===== config.mk =====
export PLATFORM = sky130hd
export DESIGN_NAME = ps2_host_tx
export DESIGN_NICKNAME = d
export VERILOG_FILES = /design/src/rtl/ps2_host_tx.sv
export SDC_FILE = /design/constraint.sdc
export NUM_CORES = 1
export LEC_CHECK = 0
export BUFFER_PORTS_ARGS = -buffer_cell sky130_fd_sc_hd__buf_2
export CORE_ASPECT_RATIO = 1.75
export CORE_MARGIN = 1.5
export CORE_UTILIZATION = 45
export CTS_CLUSTER_DIAMETER = 200
export DETAILED_ROUTE_END_ITERATION = 7
export PLACE_DENSITY = 0.68
export SYNTH_ARGS = -nofsm -noshare
export SYNTH_HDL_FRONTEND = slang
export SYNTH_SLANG_ARGS = --single-unit

===== constraint.sdc =====
create_clock -name CLOCK_50 -period 2.06 [get_ports CLOCK_50]
set_input_delay 0.206 -clock CLOCK_50 [delete_from_list [all_inputs] [get_ports CLOCK_50]]
set_output_delay 0.206 -clock CLOCK_50 [all_outputs]
set_load 0.005 [all_outputs]

===== src/rtl/ps2_host_tx.sv =====
// ps2_host_tx: host-to-device PS/2 transmitter sending one command byte to the keyboard.
// Ports:
//   CLOCK_50                  system clock (50 MHz)
//   AUD_DACLRCK               asynchronous active-low reset
//   i_valid, i_data, o_ready  command byte handshake; accepted when i_valid & o_ready
//   o_busy                    frame in progress
//   o_done                    one-cycle pulse: frame ACKed and lines idle
//   o_err                     one-cycle pulse: timeout or missing ACK
//   ps2_clk_i, ps2_dat_i      raw PS2_CLK / PS2_DAT pin values
//   ps2_clk_oe, ps2_dat_oe    1 = pull the line low (pin = oe ? 0 : z)
// Build option PS2_TX_RETRY_EN: a failed frame is resent up to MAX_RETRY times before o_err.
module ps2_host_tx #(
    parameter int INHIBIT_CYC = 5000,
    parameter int START_CYC   = 10,
    parameter int TIMEOUT_CYC = 750000
`ifdef PS2_TX_RETRY_EN
    ,
    parameter int MAX_RETRY   = 2
`endif
) (
    input  logic       CLOCK_50,
    input  logic       AUD_DACLRCK,
    input  logic       i_valid,
    input  logic [7:0] i_data,
    output logic       o_ready,
    output logic       o_busy,
    output logic       o_done,
    output logic       o_err,
    input  logic       ps2_clk_i,
    input  logic       ps2_dat_i,
    output logic       ps2_clk_oe,
    output logic       ps2_dat_oe
);
    typedef enum logic [2:0] {IDLE, INHIBIT, START, SEND, ACK, WAIT_IDLE, DONE, ERR} state_t;
    localparam int CW = $clog2(INHIBIT_CYC + START_CYC + TIMEOUT_CYC);
    state_t        state_q, state_d;
    logic [CW-1:0] cnt_q, cnt_d;
    logic [3:0]    bit_q, bit_d;
    logic [8:0]    sh_q, sh_d;
    logic          dat_oe_q, dat_oe_d;
    logic [1:0]    clk_s_q, dat_s_q;
    logic          clk_prev_q;
    logic          fall, watchdog, fail;
`ifdef PS2_TX_RETRY_EN
    localparam int RW = $clog2(MAX_RETRY + 2);
    logic [RW-1:0] retry_q, retry_d;
    logic [8:0]    frame_q, frame_d;
`endif

    assign fall     = clk_prev_q & ~clk_s_q[1];
    assign watchdog = (state_q == SEND || state_q == ACK || state_q == WAIT_IDLE) &&
                      cnt_q == CW'(TIMEOUT_CYC - 1);
    assign fail     = watchdog | (state_q == ACK && fall && dat_s_q[1]);

    assign o_ready    = state_q == IDLE;
    assign o_busy     = state_q != IDLE;
    assign o_done     = state_q == DONE;
    assign o_err      = state_q == ERR;
    assign ps2_clk_oe = state_q == INHIBIT || state_q == START;
    assign ps2_dat_oe = dat_oe_q;

    // Synchronisers reset to 1 (idle bus) so no false fall is seen after reset.
    always_ff @(posedge CLOCK_50 or negedge AUD_DACLRCK) begin
        if (!AUD_DACLRCK) begin
            state_q    <= IDLE;
            cnt_q      <= '0;
            bit_q      <= '0;
            sh_q       <= '0;
            dat_oe_q   <= 1'b0;
            clk_s_q    <= 2'b11;
            dat_s_q    <= 2'b11;
            clk_prev_q <= 1'b1;
`ifdef PS2_TX_RETRY_EN
            retry_q    <= '0;
            frame_q    <= '0;
`endif
        end else begin
            state_q    <= state_d;
            cnt_q      <= cnt_d;
            bit_q      <= bit_d;
            sh_q       <= sh_d;
            dat_oe_q   <= dat_oe_d;
            clk_s_q    <= {clk_s_q[0], ps2_clk_i};
            dat_s_q    <= {dat_s_q[0], ps2_dat_i};
            clk_prev_q <= clk_s_q[1];
`ifdef PS2_TX_RETRY_EN
            retry_q    <= retry_d;
            frame_q    <= frame_d;
`endif
        end
    end

    always_comb begin
        state_d  = state_q;
        cnt_d    = cnt_q + 1'b1;
        bit_d    = bit_q;
        sh_d     = sh_q;
        dat_oe_d = dat_oe_q;
`ifdef PS2_TX_RETRY_EN
        retry_d  = retry_q;
        frame_d  = frame_q;
`endif
        case (state_q)
            IDLE: begin
                cnt_d = '0;
                if (i_valid) begin
                    state_d = INHIBIT;
                    sh_d    = {~^i_data, i_data};
`ifdef PS2_TX_RETRY_EN
                    frame_d = {~^i_data, i_data};
                    retry_d = '0;
`endif
                end
            end
            INHIBIT: if (cnt_q == CW'(INHIBIT_CYC - 1)) begin
                state_d  = START;
                cnt_d    = '0;
                dat_oe_d = 1'b1;
            end
            START: if (cnt_q == CW'(START_CYC - 1)) begin
                state_d = SEND;
                cnt_d   = '0;
                bit_d   = '0;
            end
            // Ones shift in behind the payload, so the 10th fall releases dat as the stop bit.
            SEND: if (fall) begin
                dat_oe_d = ~sh_q[0];
                sh_d     = {1'b1, sh_q[8:1]};
                bit_d    = bit_q + 1'b1;
                if (bit_q == 4'd9) state_d = ACK;
            end
            ACK: if (fall && !dat_s_q[1]) state_d = WAIT_IDLE;
            WAIT_IDLE: if (clk_s_q[1] && dat_s_q[1]) state_d = DONE;
            default: begin
                state_d  = IDLE;
                dat_oe_d = 1'b0;
            end
        endcase
        if (fail) begin
            dat_oe_d = 1'b0;
            state_d  = ERR;
`ifdef PS2_TX_RETRY_EN
            if (retry_q < RW'(MAX_RETRY)) begin
                state_d = INHIBIT;
                retry_d = retry_q + 1'b1;
                cnt_d   = '0;
                sh_d    = frame_q;
            end
`endif
        end
    end
endmodule


# Word level (Yosys, flattened, before mapping)
# Index checks and enable logic that the tools add are counted.
[op_classes]
add_sub_neg = 2
eq_ne = 22
n_mux = 22
bitwise = 4
reduce_logical = 19
[ops]
columns = ["operator", "count"]
rows = [
  ["$pmux W20 S3", 1],
  ["$mux W20", 2],
  ["$mux W3", 8],
  ["$add A20 B1 Y20 const B", 1],
  ["$eq A20 B13 Y1 const B", 1],
  ["$eq A20 B20 Y1 const B", 1],
  ["$eq A20 B4 Y1 const B", 1],
  ["$mux W9", 2],
  ["$ne A3 B2 Y1 const B", 6],
  ["$pmux W3 S6", 1],
  ["$pmux W9 S2", 1],
  ["$eq A3 B3 Y1 const B", 4],
  ["$reduce_and A3 Y1", 3],
  ["$mux W4", 2],
  ["$pmux W4 S2", 1],
  ["$reduce_xnor A8 Y1", 1],
  ["$reduce_and A7 Y1", 1],
  ["$eq A3 B2 Y1 const B", 2],
  ["$logic_and A1 B1 Y1", 5],
  ["$add A4 B1 Y4 const B", 1],
  ["$eq A4 B4 Y1 const B", 1],
  ["$ne A2 B1 Y1 const B", 2],
  ["$ne A2 B2 Y1 const B", 2],
  ["$reduce_bool A2 Y1", 2],
  ["12 further kinds", 17],
]
[word_totals]
register_bits = 42
inputBits = 13
output_inout_bits = 6
wordCells = 77

# Depth between registers and ports, before layout
[depth]
word_depth = 7
ltp_mapped = 7
ltp_nobuf = 7

# Worst setup path after synthesis
# No wires, ideal clock.
[synth_timing]
kind = "flip-flop to flip-flop"
startpoint = "register cnt_q[2]"
endpoint = "register cnt_q[13]"
setup_ps = 121
arrival_time_ps = 1752
required_time_ps = 1939
slack_ps = 186
path_stages_with_launch = 8
n_path_buf = 2
period_less_slack_ps = 1874
cell_sequence = "dfrtp_1 clkbuf_1 nor4b_1 nand4_1 o41a_1 nor3_1 buf_2 nor2_1"
[synth_between]
elab_chain_len = 3
elab_cells_between_ends = 6
cone_classes = "1 x add/sub; 2 x eq/ne; 3 x mux"
[synth_lines]
columns = ["item", "line", "source"]
rows = [
  ["from (decl)", "37", "logic [CW-1:0] cnt_q, cnt_d;"],
  ["from (signal assigned)", "79", "cnt_q <= cnt_d;"],
  ["$add A20 B1 Y20, or another cell as far along", "95", "cnt_d = cnt_q + 1'b1;"],
  ["$mux W20, on equally long branches", "120, 115", ""],
  ["$pmux W20 S3 *", "103", "case (state_q)"],
  ["net cnt_d[13]", "37", ""],
]
# The timed path passes the listed nets; every way through them passes the cells marked *.
# A chain may end at the register's enable or synchronous reset.

# Final worst setup path
[layout_timing]
startpoint = "register cnt_q[8]"
endpoint = "register cnt_q[17]"
# The elaborated chain is that of the path after synthesis.

==> results by group <==
Yosys
  • Net Count, Synth: 248
  • Fraction of registers with async set/reset: 100%
  • Cells after synthesis: around 230
  • YS warnings: 0
  • Post-synth EDFFs: 0
  • Sequential-to-total area share from yosys stat: between 40% and 50%
  • Netlist Area Pre-Place: around 2200 µm²
  • Post-synth cell types: 38
  • Syn Area/Cell: 9.48 µm²
  • Top FF cell, synth: dfrtp_1
  • Seq cells post-synth: between 40 and 50

Clocking
  • H-tree Lvls: 2
  • TritonCTS Buffers: 5
  • CTS Sinks: 42
  • Clock slew seen by the registers of the worst setup and hold paths: 0.07 ns
  • TritonCTS clock tree: yes
  • Root Driver: clkbuf_8
  • Clock Path Buffers: 2
  • Clk_lat worst skew: 0.29 ns

Worst setup path
  • CP startpoint kind: flip-flop
  • Crit-path cells: nor4b_1 -> nand4_1 -> o41a_1 -> nor3_2 -> buf_12 -> nor2_1
  • Critical Path Max Stage Delay: 0.46 ns
  • Setup crit end kind: flip-flop
  • Data arrival, critical path: around 2.1 ns
  • CP Max Fanout: 20
  • WP buf/inv: 1
  • Critical path's slowest cell: o41a_1
  • CP required: 2.24 ns
  • Crit path max-delay family: simple AND/OR/NAND/NOR gates
  • CP Class: reg2reg

Final layout
  • Share of layout cells above drive strength 1: ~21%
  • Final #Nets: 286
  • Commonest cells after routing, fill and taps aside: dfrtp_1, nor2_1, nand2_1, buf_4, buf_2
  • Filler cell count: about 460
  • Ant diodes: 0
  • P&R area growth vs syn: 18.2%
  • Commonest non-fill, non-tap cell in the layout: dfrtp_1

Timing
  • RSZ-0062 raised after global routing: false
  • Final TNS setup: 0 ns
  • Final worst slack: approximately 0.11 ns
  • Minimum clock period: ~1.9 ns
  • Final Cycle Share: 94.4%
  • Slew Viols, Final: 0
  • Slew margin rel.: 60.1%
  • Final setup viols: 0
  • Worst-margin pin slew: about 0.60 ns
  • Final Hold Violating Endpoints: 0
  • Clock Skew: between 0.005 and 0.006 ns
  • FMAX: 514 MHz

Global routing
  • GRT Overall Usage: 18.2%
  • Vias in the first global route: approximately 1.7k
  • Total global routing overflow: 0
  • Initial antenna violation count: 0
  • First-pass GRT wire length: around 7600 µm
  • Largest net degree at the start of global routing: 43

Route
  • Post-DRT Antenna Nets: 0
  • Vias/cell: 5.46
  • TritonRoute pass-1 iters: 4
  • Routed vias: between 1.5k and 2k
  • Wire length per cell: ~14 µm
  • DRT iter0 DRCs: 52
  • WL final: between 4000 and 5000 µm
  • Remaining routing DRC violations: 0

Worst hold path
  • Worst hold path type: in2reg

Placement
  • Post-DP HPWL: ~3300 µm
  • Port Buffers: 18
  • Final Wtd Congestion: around 0.88
  • DP Worst Slack: 0.0598 ns

Status
  • Status: completed

Floorplan
  • Die area: 5310 µm²
  • Rows: 33
  • Core area: about 4700 µm²
  • Num ports: 19
  • Chip height: approximately 95 µm
  • Die width: between 50 and 60 µm
  • Initial core utilization: around 47%

Pwr
  • Sw frac: 36.2%
  • Pwr per Cell Area: slightly above 1000 nW/µm²
  • Power share of the combinational group: between 30 and 40%
  • Int Pwr: ~1700 µW
  • Sw power: around 950 µW
  • Leak: 0.00115 µW
  • Reg power frac: between 40% and 50%
  • Max VDD drop: between 0.0008 and 0.0009 V
  • Clock share of power: around a fifth

Run
  • Maxcap violations: 0
sequential cells by signal, summed over array words and instances (netlist names):
name / cells
cnt_q: 20
clk_s_q: 2
state_q: 3
ps2_dat_oe: 1
clk_prev_q: 1
dat_s_q: 2
sh_q: 9
bit_q: 4
cell usage after synthesis, types with 2 or more instances:
master | number | area [µm²]
inv_1 | 6 | 22.5
o21ai_0 | 15 | 75.1
nor3_1 | 5 | 25.0
nor2_1 | 34 | 128
xor2_1 | 12 | 105
ha_1 | 4 | 50.1
nand3_1 | 9 | 45.0
a2111o_1 | 2 | 22.5
xnor2_1 | 16 | 140
a21oi_1 | 3 | 15.0
dfstp_2 | 5 | 131
clkbuf_1 | 6 | 22.5
mux2i_1 | 7 | 70.1
and3_1 | 4 | 25.0
nand3b_1 | 3 | 22.5
nand2_1 | 24 | 90.1
nand4b_1 | 2 | 17.5
nand4_1 | 7 | 43.8
dfrtp_1 | 37 | 926
buf_2 | 3 | 15.0
nor4_1 | 5 | 31.3
a31oi_1 | 2 | 12.5
o211ai_1 | 2 | 15.0
nand2b_1 | 3 | 18.8
or2_2 | 2 | 12.5
path summary, 6_finish.rpt:
| check | depth (start not counted) | end | start | slack, ns |
|---|---|---|---|---|
| min in group asynchronous | 3 | bit_q[0]$_DFFE_PN0P_ | AUD_DACLRCK | 0.51 |
| setup / recovery | 6 | cnt_q[17]$_DFF_PN0_ | cnt_q[8]$_DFF_PN0_ | 0.11 |
| max in group asynchronous | 3 | dat_s_q[0]$_DFF_PN1_ | AUD_DACLRCK | 1.17 |
| hold reg to reg | 0 | clk_s_q[1]$_DFF_PN1_ | clk_s_q[0]$_DFF_PN1_ | 0.35 |
| hold / removal | 1 | dat_s_q[0]$_DFF_PN1_ | ps2_dat_i | 0.01 |
| setup reg to reg | 6 | cnt_q[17]$_DFF_PN0_ | cnt_q[8]$_DFF_PN0_ | 0.11 |
power by group through the flow:
stage / Combinational [µW] / Sequential, µW / Clock (µW)
finish: 1000 / 1130 / 502
global route: 1130 / 1160 / 553
CTS: 1020 / 1130 / 525
detailed placement: 1010 / 1150 / 0
global placement: 999 / 1140 / 0
floorplan: 670 / 1110 / 0
stage by stage:
step | util [%] | total power (µW) | hold slack (ns) | instance area [µm²] | cells
final | 55.5 | 2640 | 0.0109 | 2590 | 322
after global routing | 55.5 | 2850 | 0.000997 | 2590 | 322
after CTS | 54.8 | 2680 | 0.000723 | 2560 | 320
after detailed placement | 52.9 | 2160 | 0.310 | 2470 | 311
after global placement | 52.9 | 2140 | 0.307 | 2470 | 311
after floorplan | - | 1780 | -0.0896 | 2190 | 231
layer usage:
metal / part of all wire [%] / up-vias / GRT usage [%]
li1: - / 870 / -
met5: 0 / - / 0
met3: 2.5 / 8 / 2.99
met1: 38 / 854 / 19.0
met2: 57 / 27 / 35.2
met4: 2.4 / 0 / 7.52
kinds of logic after synthesis:
logic type	Yosys count	share of synthesized area, %
adders and majority gates	4	2.28
xor gates and xnor gates	28	11.2
AOI/OAI and AO/OA	28	8.05
buffers and inverters	15	2.74
DFF	42	48.3
muxes	7	3.20
and+or+nand+nor	107	24.3
timing repair:
item	CTS	global route
buffers inserted	0	2
setup endpoints to repair	0	29
hold buffers	1	0
resized for setup	0	3
hold endpoints to repair	32	0
area by class of cell:
type / instances / area (µm²) / share of cell area [%]
clock buffers: 8 / 80.1 / 3.09
inverters: 6 / 22.5 / 0.870
multi-input cells: 174 / 1090 / 42.3
flip-flops and latches: 42 / 1060 / 40.8
well taps: 52 / 65.1 / 2.51
repair buffers: 40 / 270 / 10.4
Note: power is estimated with default switching activity, not from simulation.
